File: src/rtl/sdram_slot_arbiter.sv
// Slot scheduler and three-port round-robin arbiter in front of the 8-cycle SDRAM controller.
// Optional refresh guard: define SDRAM_ARB_REFRESH_GUARD_EN to force an idle slot after REFRESH_MAX busy slots.
module sdram_slot_arbiter #(
  parameter int SLOT_LEN    = 8,
  parameter int CAPTURE     = 6,
  parameter int REFRESH_MAX = 16
) (
  input  logic        clk,
  input  logic        reset,
  input  logic [2:0]  p_req,
  input  logic [2:0]  p_we,
  input  logic [71:0] p_addr,
  input  logic [47:0] p_din,
  input  logic [5:0]  p_ds,
  output logic [2:0]  p_ack,
  output logic [47:0] p_dout,
  output logic        sd_sync,
  output logic        sd_oe,
  output logic        sd_we,
  output logic [23:0] sd_addr,
  output logic [15:0] sd_din,
  output logic [1:0]  sd_ds,
  input  logic [15:0] sd_dout
);
  localparam int CW = $clog2(SLOT_LEN);
  localparam logic [CW-1:0] LAST = CW'(SLOT_LEN - 1);
  localparam logic [CW-1:0] CAP  = CW'(CAPTURE);
  localparam logic [1:0]    NONE = 2'd3;

  logic [CW-1:0] cnt;
  logic [1:0]    rr_ptr;
  logic [1:0]    owner;
  logic [2:0]    own_mask;
  logic [1:0]    pick;
  logic          force_idle;
  logic          grant_vld;
  logic          sel_we;
  logic [23:0]   sel_addr;
  logic [15:0]   sel_din;
  logic [1:0]    sel_ds;

  // First eligible port scanning from (last + 1) mod 3; NONE when nobody is eligible.
  function automatic logic [1:0] rr_pick(input logic [2:0] elig, input logic [1:0] last);
    logic [1:0] sel;
    sel = NONE;
    for (int k = 3; k >= 1; k--) begin
      int idx;
      idx = (int'(last) + k) % 3;
      if (elig[idx]) sel = 2'(idx);
    end
    return sel;
  endfunction

  always_comb begin
    own_mask = '0;
    sel_we   = 1'b0;
    sel_addr = '0;
    sel_din  = '0;
    sel_ds   = '0;
    for (int i = 0; i < 3; i++) begin
      if (owner == 2'(i)) own_mask[i] = 1'b1;
    end
    pick = rr_pick(p_req & ~own_mask, rr_ptr);
    for (int i = 0; i < 3; i++) begin
      if (pick == 2'(i)) begin
        sel_we   = p_we[i];
        sel_addr = p_addr[24*i +: 24];
        sel_din  = p_din[16*i +: 16];
        sel_ds   = p_ds[2*i +: 2];
      end
    end
  end

`ifdef SDRAM_ARB_REFRESH_GUARD_EN
  logic [4:0] busy_cnt;
  assign force_idle = (busy_cnt == 5'(REFRESH_MAX));
  always_ff @(posedge clk) begin
    if (reset) busy_cnt <= '0;
    else if (cnt == LAST) busy_cnt <= grant_vld ? busy_cnt + 5'd1 : 5'd0;
  end
`else
  assign force_idle = 1'b0;
`endif

  assign grant_vld = !force_idle && (pick != NONE);

  always_ff @(posedge clk) begin
    if (reset) begin
      cnt     <= LAST;
      rr_ptr  <= 2'd2;
      owner   <= NONE;
      sd_sync <= 1'b0;
      sd_oe   <= 1'b0;
      sd_we   <= 1'b0;
      sd_addr <= '0;
      sd_din  <= '0;
      sd_ds   <= '0;
      p_ack   <= '0;
      p_dout  <= '0;
    end else begin
      cnt     <= (cnt == LAST) ? '0 : cnt + CW'(1);
      sd_sync <= (cnt == LAST);
      p_ack   <= '0;
      // Slot boundary: latch the winner's command for the whole next slot.
      if (cnt == LAST) begin
        if (grant_vld) begin
          owner   <= pick;
          rr_ptr  <= pick;
          sd_oe   <= ~sel_we;
          sd_we   <= sel_we;
          sd_addr <= sel_addr;
          sd_din  <= sel_din;
          sd_ds   <= sel_ds;
        end else begin
          owner <= NONE;
          sd_oe <= 1'b0;
          sd_we <= 1'b0;
        end
      end
      // Completion: capture read data and pulse the owner's ack in the following cycle.
      if (cnt == CAP) begin
        for (int i = 0; i < 3; i++) begin
          if (owner == 2'(i)) begin
            p_ack[i] <= 1'b1;
            if (sd_oe) p_dout[16*i +: 16] <= sd_dout;
          end
        end
      end
    end
  end
endmodule

File: config.mk
export PLATFORM = sky130hd
export DESIGN_NAME = sdram_slot_arbiter
export DESIGN_NICKNAME = d
export VERILOG_FILES = /design/src/rtl/sdram_slot_arbiter.sv
export SDC_FILE = /design/constraint.sdc
export NUM_CORES = 1
export LEC_CHECK = 0
export CAP_MARGIN = 20
export CORE_MARGIN = 8
export CORE_UTILIZATION = 45
export CTS_BUF_LIST = sky130_fd_sc_hd__clkbuf_8
export DETAILED_ROUTE_END_ITERATION = 10
export GPL_ROUTABILITY_DRIVEN = 0
export PLACE_DENSITY = 0.89
export SYNTH_ARGS = -nofsm -noshare
export SYNTH_HDL_FRONTEND = slang
export SYNTH_SLANG_ARGS = --single-unit
File: constraint.sdc
create_clock -name clk -period 7.3 [get_ports clk]
set_input_delay 1.46 -clock clk [delete_from_list [all_inputs] [get_ports clk]]
set_output_delay 1.46 -clock clk [all_outputs]
set_load 0.005 [all_outputs]
Word level (Yosys, flattened, before mapping)
Cells that the tools add are included.
Operators by class
  add/subtract/negate cells: 4
  divide/modulo/power cells: 3
  order comparisons: 3
  equality and inequality tests: 7
  multiplexer cells: 31
  bitwise operators: 4
  reduce and logical (&&, ||, !) cells: 7
Operators with widths (count)
  $lt A32 B4 Y1 const B: 3
  $mod A32 B3 Y32 const B: 3
  $mux W24: 3
  $mux W16: 3
  $mux W1: 14
  $mux W2: 7
  $reduce_and A3 Y1: 3
  $add A2 B2 Y3 const B: 2
  $bmux W1 S2: 3
  $eq A3 B3 Y1 const B: 2
  $eq A2 B1 Y1 const B: 2
  $eq A2 B2 Y1 const B: 2
  $logic_not A2 Y1: 2
  $add A2 B1 Y3 const B: 1
  $add A3 B1 Y3 const B: 1
  $and A3 B3 Y3: 1
  $mux W3: 1
  $not A3 Y3: 1
  $ne A2 B2 Y1 const B: 1
  $not A1 Y1: 2
  $reduce_and A2 Y1: 1
  $reduce_or A2 Y1: 1
Storage, ports and cells
  register bits: 103
  output and inout bits: 96

Logic depth before layout (Yosys ltp)
Gate-level depths: netlist of run 1.
  depth after elaboration: 16
  depth in mapped cells: 11

Worst setup path after synthesis of run 1
OpenSTA, ideal clock, no wires.
  path type: input to register
  start point: input port p_req[1]
  end point: register sd_addr[10]
  arrival time: 2.847 ns
  path slack: 4.336 ns
  cell stages on the path: 8
  cell sequence: mux2i_1 -> a311oi_1 -> a221oi_2 -> buf_6 -> buf_4 -> mux2i_1 -> nand2_1 -> a32o_1
On the way
  word-level cells in the longest chain between the ends: 11
RTL lines
  start, declared: RTL line 10  | input logic [2:0] p_req,
  $and A3 B3 Y3 *: RTL line 63  | pick = rr_pick(p_req & ~own_mask, rr_ptr);
  $bmux W1 S2: RTL line 49  | if (elig[idx]) sel = 2'(idx);
  $mux W1 (not written as such) (2 in series): RTL line 49
  $mux W2 (2 in series): RTL line 49
  $mux W2 *: RTL line 49
  $logic_not A2 Y1: RTL line 65  | if (pick == 2'(i)) begin
  $mux W24 (3 in series): RTL line 65
  end signal, assigned: RTL line 111  | sd_addr <= sel_addr;
  end, declared: RTL line 20  | output logic [23:0] sd_addr,
Every way passes the cells marked *; elsewhere a longest branch is shown, timed or not. The select of a mux whose other input is x is not followed.
A chain may end at the register's enable or synchronous reset.

Worst setup path after layout of run 1
  start point: input port p_req[2]
  end point: register sd_din[12]
On the way
  word-level cells in the longest chain between the ends: 11
RTL lines
  $and A3 B3 Y3 *: RTL line 63
  $bmux W1 S2: RTL line 49
  $mux W1 (not written as such) (2 in series): RTL line 49
  $mux W2 (2 in series): RTL line 49
  $mux W2 *: RTL line 49
  $logic_not A2 Y1: RTL line 65
  $mux W16 (3 in series): RTL line 65
  end signal, assigned: RTL line 112  | sd_din <= sel_din;
  end, declared: RTL line 21  | output logic [15:0] sd_din,
Marks and branches as above.

==> metrics.txt, run 1 <==
status complete, no violations; vias per cell 5.44; clock skew 0.0157 ns; Hold Vio Cnt, Final 0; Max Slew Vio Count 0; CTS buffer count 9; setup tns final 0 ns; VDD IR max 257 uV; wire per inst 18.0 um; final setup vio count 0; hold-fix buffers at CTS 0; Post-synth EDFFs 0; port bufs 245; GRT Total Usage 22.6%; vias in the first global route 5330; Post-CTS Setup Inserts 0; critical path startpoint category input port; grt ovf 0; layout cells sized above 1 5.33%; clk buf depth 2; Mapped Avg Cell Area 8.31 sq um; sequential element share of the synthesized area 42.2%; Post-Syn Nets 743; htree depth 3; Seq cells post-synth 103; first-pass GRT wire length 26.8 mm; synthesis-to-finish area growth 56.2%; largest net degree at the start of global routing 63; CP Capture Type flip-flop; Clock Root Buffer clkbuf_8; Initial DRC Count 466; Cell Area, Synth 4880 sq um; io pins 246; Max-Cap Viols 0; # DRC 0; critical path fanouts, max 47; Slew @ Worst Pin 0.981 ns; Worst Setup EP sd_din[12]; core area 10700 sq um; WP data arrival 4.03 ns; Clock Latency Late Sink 0.35 ns; CTS tree built; Rel. slew slack 34.3%; Critical Path Start p_req[2]; setup slack, reg-to-reg 4.23 ns; final instance area 7630 sq um; Die Ht 120 um; FP Rows 38; total die area 14400 sq um; post_cts resized 0; r2r startpoint rr_ptr[0]; Critical R2R Capture sd_din[12]; TritonRoute pass-1 iters 5; YS warnings 0; Synth Instances 588; initial antenna violation count 0; prevailing post-synth register cell dfxtp_1; ys async rst share 0%; DRT antenna net count 0; final worst setup slack 3.51 ns; Setup Crit Path Kind input port to flip-flop; via count 5146; placed cell areas 7350 sq um; ANT cells 0; pre-CTS WS 2.93 ns; CTS clk-pin slew, worst paths 0.09 ns; cells on worst reg2reg path 9; min Tclk post-route 3.79 ns; fin crit share 52.0%; Power Density 379 nW/um^2; clock tree sinks 103; Tightest Hold Check Type flip-flop to flip-flop; post-synthesis cell type count 48; fin nets 956; Static Leakage 2.74 nW; fmax 0.264 GHz; Worst EP required 7.54 ns; Detailed Route WL 17.0 mm; chip width 120 um; DP HPWL 13.1 mm; Starting Density 45.7%; RSZ-0062 raised after global routing false
==> stage by stage <==
stage	power (mW)	std cells	hold slack [ns]	utilization, %
after floorplan	1.89	588	0.432	-
after global placement	2.37	925	0.441	68.4
after detailed placement	2.45	927	0.447	68.7
after CTS	2.82	943	0.460	70.6
after global routing	3.08	946	0.477	71.3
final	2.89	946	0.460	71.3
==> routing by layer <==
layer  share of wire [%]  GRT usage [%]
met1                  36           23.6
met2                  51           40.1
met3                  11           8.62
met4                 2.3           8.90
met5                   0              0
==> Yosys cell counts, types with 5 or more instances <==
master	count	area (sq um)
a21oi_1	52	260
a32o_1	40	400
buf_2	6	30.0
buf_4	9	67.6
clkbuf_1	33	124
dfxtp_1	103	2060
ha_1	5	62.6
inv_1	6	22.5
mux2i_1	43	430
nand2_1	142	533
nor2_1	48	180
o21ai_0	41	205
==> how the worst min path moves through the flow <==
stage | from | end | slack, ns | depth (start not counted)
final | p_dout[35] | p_dout[35] | 0.46 | 2
after global routing | p_dout[10] | p_dout[10] | 0.48 | 2
after CTS | p_dout[18] | p_dout[18] | 0.46 | 2
after detailed placement | p_dout[18] | p_dout[18] | 0.45 | 2
after global placement | p_dout[33] | p_dout[33] | 0.44 | 2
after floorplan | cnt[0] | cnt[0] | 0.43 | 1
==> registers in the layout (all words and copies together), names as in the netlist <==
| signal | flops |
|---|---|
| p_dout | 48 |
| sd_addr | 24 |
| sd_din | 16 |
| cnt | 3 |
| p_ack | 3 |
| owner | 2 |
| rr_ptr | 2 |
| sd_ds | 2 |
| sd_oe | 1 |
| sd_sync | 1 |
| sd_we | 1 |
==> cell usage in the layout, fill, tap and decap left out, types with 4 or more instances in the layout <==
master and count:
a21oi_1 52, a32o_1 40, buf_4 4, clkbuf_8 9, clkdlybuf4s50_1 244, dfxtp_1 103, ha_1 5, inv_1 6
mux2i_1 43, nand2_1 142, nand2b_1 4, nor2_1 48, o21ai_0 41
==> cell type report <==
| cell class | count | area (sq um) |
|---|---|---|
| flip-flops and latches | 103 | 2060 |
| clock inverters | 7 | 77.6 |
| inverters | 6 | 22.5 |
| clock buffers | 9 | 124 |
| multi-input cells | 427 | 2580 |
| repair buffers | 254 | 2590 |
| well taps | 140 | 175 |
| fillers | 793 | 3070 |
==> worst max-delay path: stages <==
cell,delay (ns)
clkdlybuf4s50_1,0.58
nand3_1,0.11
a22o_1,0.25
a221oi_4,0.22
buf_4,0.62
mux2_2,0.41
o2bb2ai_1,0.12
a22o_1,0.26
==> kinds of logic (layout without fill, tap and decap cells) <==
family          Yosys count  in the layout  synth area share [%]
fa+ha+maj                 5              5                  1.28
compound gates          156            156                  22.5
buf+inv                  58            276                  5.79
simple gates            217            217                  18.1
xor+xnor                  3              3                 0.692
flops                   103            103                  42.2
mux                      46             46                  9.50
==> where the power goes <==
group / total, mW / internal [mW] / switching, mW
combinational: 1.73 / 0.819 / 0.914
sequential: 0.794 / 0.702 / 0.0925
clock: 0.362 / 0.163 / 0.200
Power figures use the tool's default switching activity.
==> run 2: changes to the inputs <==
CORE_UTILIZATION = 42   (was 45)
PLACE_DENSITY = 0.84   (was 0.89)
clock period = 3.7 ns   (was 7.3 ns; I/O delays follow)
==> run 2 against run 1 <==
  * First-iteration DRC count is 4.5% lower
  * Count of clock-buffer cells in the layout stayed put
  * Highest routed layer unchanged
  * Worst hold slack better by 0.0037 ns
  * Die area is 6.2% higher
  * Critical path type is now flip-flop to flip-flop
  * Clock power is 100% higher
  * Non-clock buffer count is 2 higher
  * Total power is 94% higher
  * Final cell count is 0.53% higher
  * Flip-flop and latch count stayed put
  * Sequential power is 96% higher
==> metrics.txt, run 2 (synthesis results as in run 1) <==
GRT Total Usage 21.1% (-1.5 points); Crit path max-delay family compound AO/OA/AOI/OAI gates; Starting Density 43.0% (-2.7 points); initial antenna violation count 0 (unchanged); vias in the first global route 5117 (-4.0%); first-pass GRT wire length 25.6 mm (-4.5%); VDD IR max 500 uV (+95%); RSZ-0062 raised after global routing false; largest net degree at the start of global routing 62 (-1.6%); worst hold start p_dout[19]; TritonRoute pass-1 iters 5 (unchanged); chip width 124 um (+3.0%); hold-fix buffers at CTS 0 (unchanged); Max Slew Vio Count 0 (unchanged); FP Rows 39 (+2.6%); CP Cell Sequence inv_1, ha_1, nor2b_1, nand3_1, a221oi_4, buf_12, mux2_2, o2bb2ai_1, a22o_1; clock tree sinks 103 (unchanged); clk buf depth 2 (unchanged); setup slack, reg-to-reg 0.82 ns (-3.41 ns); commonest cells after routing, fill and taps aside clkdlybuf4s50_1, nand2_1, dfxtp_1; Detailed Route WL 17.1 mm (+0.30%); status complete, no violations; Critical R2R Capture sd_din[12]; fin crit share 77.8%; io pins 246 (unchanged); Clock Root Buffer clkbuf_8; Static Leakage 2.73 nW (-0.37%); total die area 15300 sq um (+6.2%); commonest non-fill, non-tap cell in the layout clkdlybuf4s50_1; port bufs 245 (unchanged); max reg flops 48 (unchanged); CTS buffer count 9 (unchanged); CTS clk-pin slew, worst paths 0.10 ns (about the same); Setup Crit Path Kind flip-flop to flip-flop; critical path startpoint category flip-flop; WP data arrival 3.13 ns (-0.90 ns); via count 5125 (-0.41%); CTS tree built; DP HPWL 13.1 mm (-0.51%); Hold Vio Cnt, Final 0 (unchanged); final setup vio count 0 (unchanged); Max-Cap Viols 0 (unchanged); r2r startpoint rr_ptr[0]; Hold EP p_dout[19]; Filler cells 900 (+13%); ANT cells 0 (unchanged); hold depth 2 (unchanged); CP Buf/Inv Count 2 (unchanged); final worst setup slack 0.820 ns (-2.69 ns); largest reg by FF count p_dout; CP Capture Type flip-flop; final core utilization 66.9% (-4.5 points); htree depth 3 (unchanged); Rel. slew slack 56.5% (+22 points); Initial DRC Count 445 (-4.5%); setup tns final 0 ns (unchanged); grt met3 use 7.48% (-1.1 points); Tightest Hold Check Type flip-flop to flip-flop; M2 GR Usage 37.2% (-2.9 points); DRT antenna net count 0 (unchanged); post_cts resized 0 (unchanged); pre-CTS WS 0.230 ns (-2.70 ns); wire per inst 18.0 um (-0.23%); cells on worst reg2reg path 9 (unchanged); Worst EP required 3.95 ns (-3.59 ns); synthesis-to-finish area growth 55.6%; Slew @ Worst Pin 0.651 ns (-0.330 ns); Clock Latency Late Sink 0.36 ns (about the same); min Tclk post-route 2.88 ns; Post-CTS Setup Inserts 0 (unchanged); clock skew 0.00793 ns (-0.00773 ns); GRT met1 Usage 22.9% (-0.72 points); Die Ht 124 um (+3.0%); critical path fanouts, max 47 (unchanged); Power Density 737 nW/um^2 (+95%); grt ovf 0 (unchanged); CP peak stage delay 0.43 ns (-0.19 ns); biggest regs p_dout (48), sd_addr (24), sd_din (16); Final Power 5.60 mW (+94%); layout cells sized above 1 5.45% (+0.11 points); fin nets 958 (+0.21%); core area 11400 sq um (+6.3%); CP max-delay cell ha_1; GRT busiest layer met2; fmax 0.347 GHz; # DRC 0 (unchanged); vias per cell 5.39 (-0.93%)
## run 2: through the flow
stage | hold WS (ns) | cell area (sq um) | cells
detailed placement | 0.450 | 7360 | 933
floorplan | 0.432 | 4880 | 588
finish | 0.463 | 7600 | 951
global route | 0.481 | 7600 | 951
global placement | 0.442 | 7360 | 933
CTS | 0.464 | 7570 | 949
## run 2: report_power, final
group          leakage [nW]  internal, mW  switching, mW
clock                0.0993         0.322          0.406
sequential            0.838          1.38          0.177
combinational          1.79          1.54           1.77
total                  2.73          3.25           2.35
## run 2: worst reg2reg max path, cell delays in order, from the launching register on
cell       delay, ns
dfxtp_1         0.40
inv_1           0.06
ha_1            0.43
nor2b_1         0.23
nand3_1         0.17
a221oi_4        0.36
buf_12          0.32
mux2_2          0.41
o2bb2ai_1       0.14
a22o_1          0.24
## run 2: how the worst max path moves through the flow
stage | start | endpoint | slack (ns) | cells past startpoint
2_1_floorplan | rr_ptr[0] | sd_addr[10] | 1.34 | 11
3_3_place_gp | p_req[0] | owner[0] | 0.27 | 7
3_5_place_dp | p_req[1] | owner[0] | 0.23 | 7
4_1_cts | rr_ptr[0] | sd_din[11] | 0.44 | 8
5_1_grt | rr_ptr[0] | sd_addr[12] | 0.66 | 9
6_report | rr_ptr[0] | sd_din[12] | 0.82 | 9
## run 2: area by class of cell
class	count	area (sq um)	area share, %
timing repair buffer	256	2560	33.7
inverter	6	22.5	0.296
sequential	103	2060	27.1
clock inverter	7	81.3	1.07
clock buffer	9	124	1.63
tap	143	179	2.35
multi-input combinational	427	2570	33.9
## run 2: metal layers
layer,routed length [um],part of all wire [%]
met1,6330,37
met3,2020,12
met4,334,2.0
met5,0,0
met2,8400,49
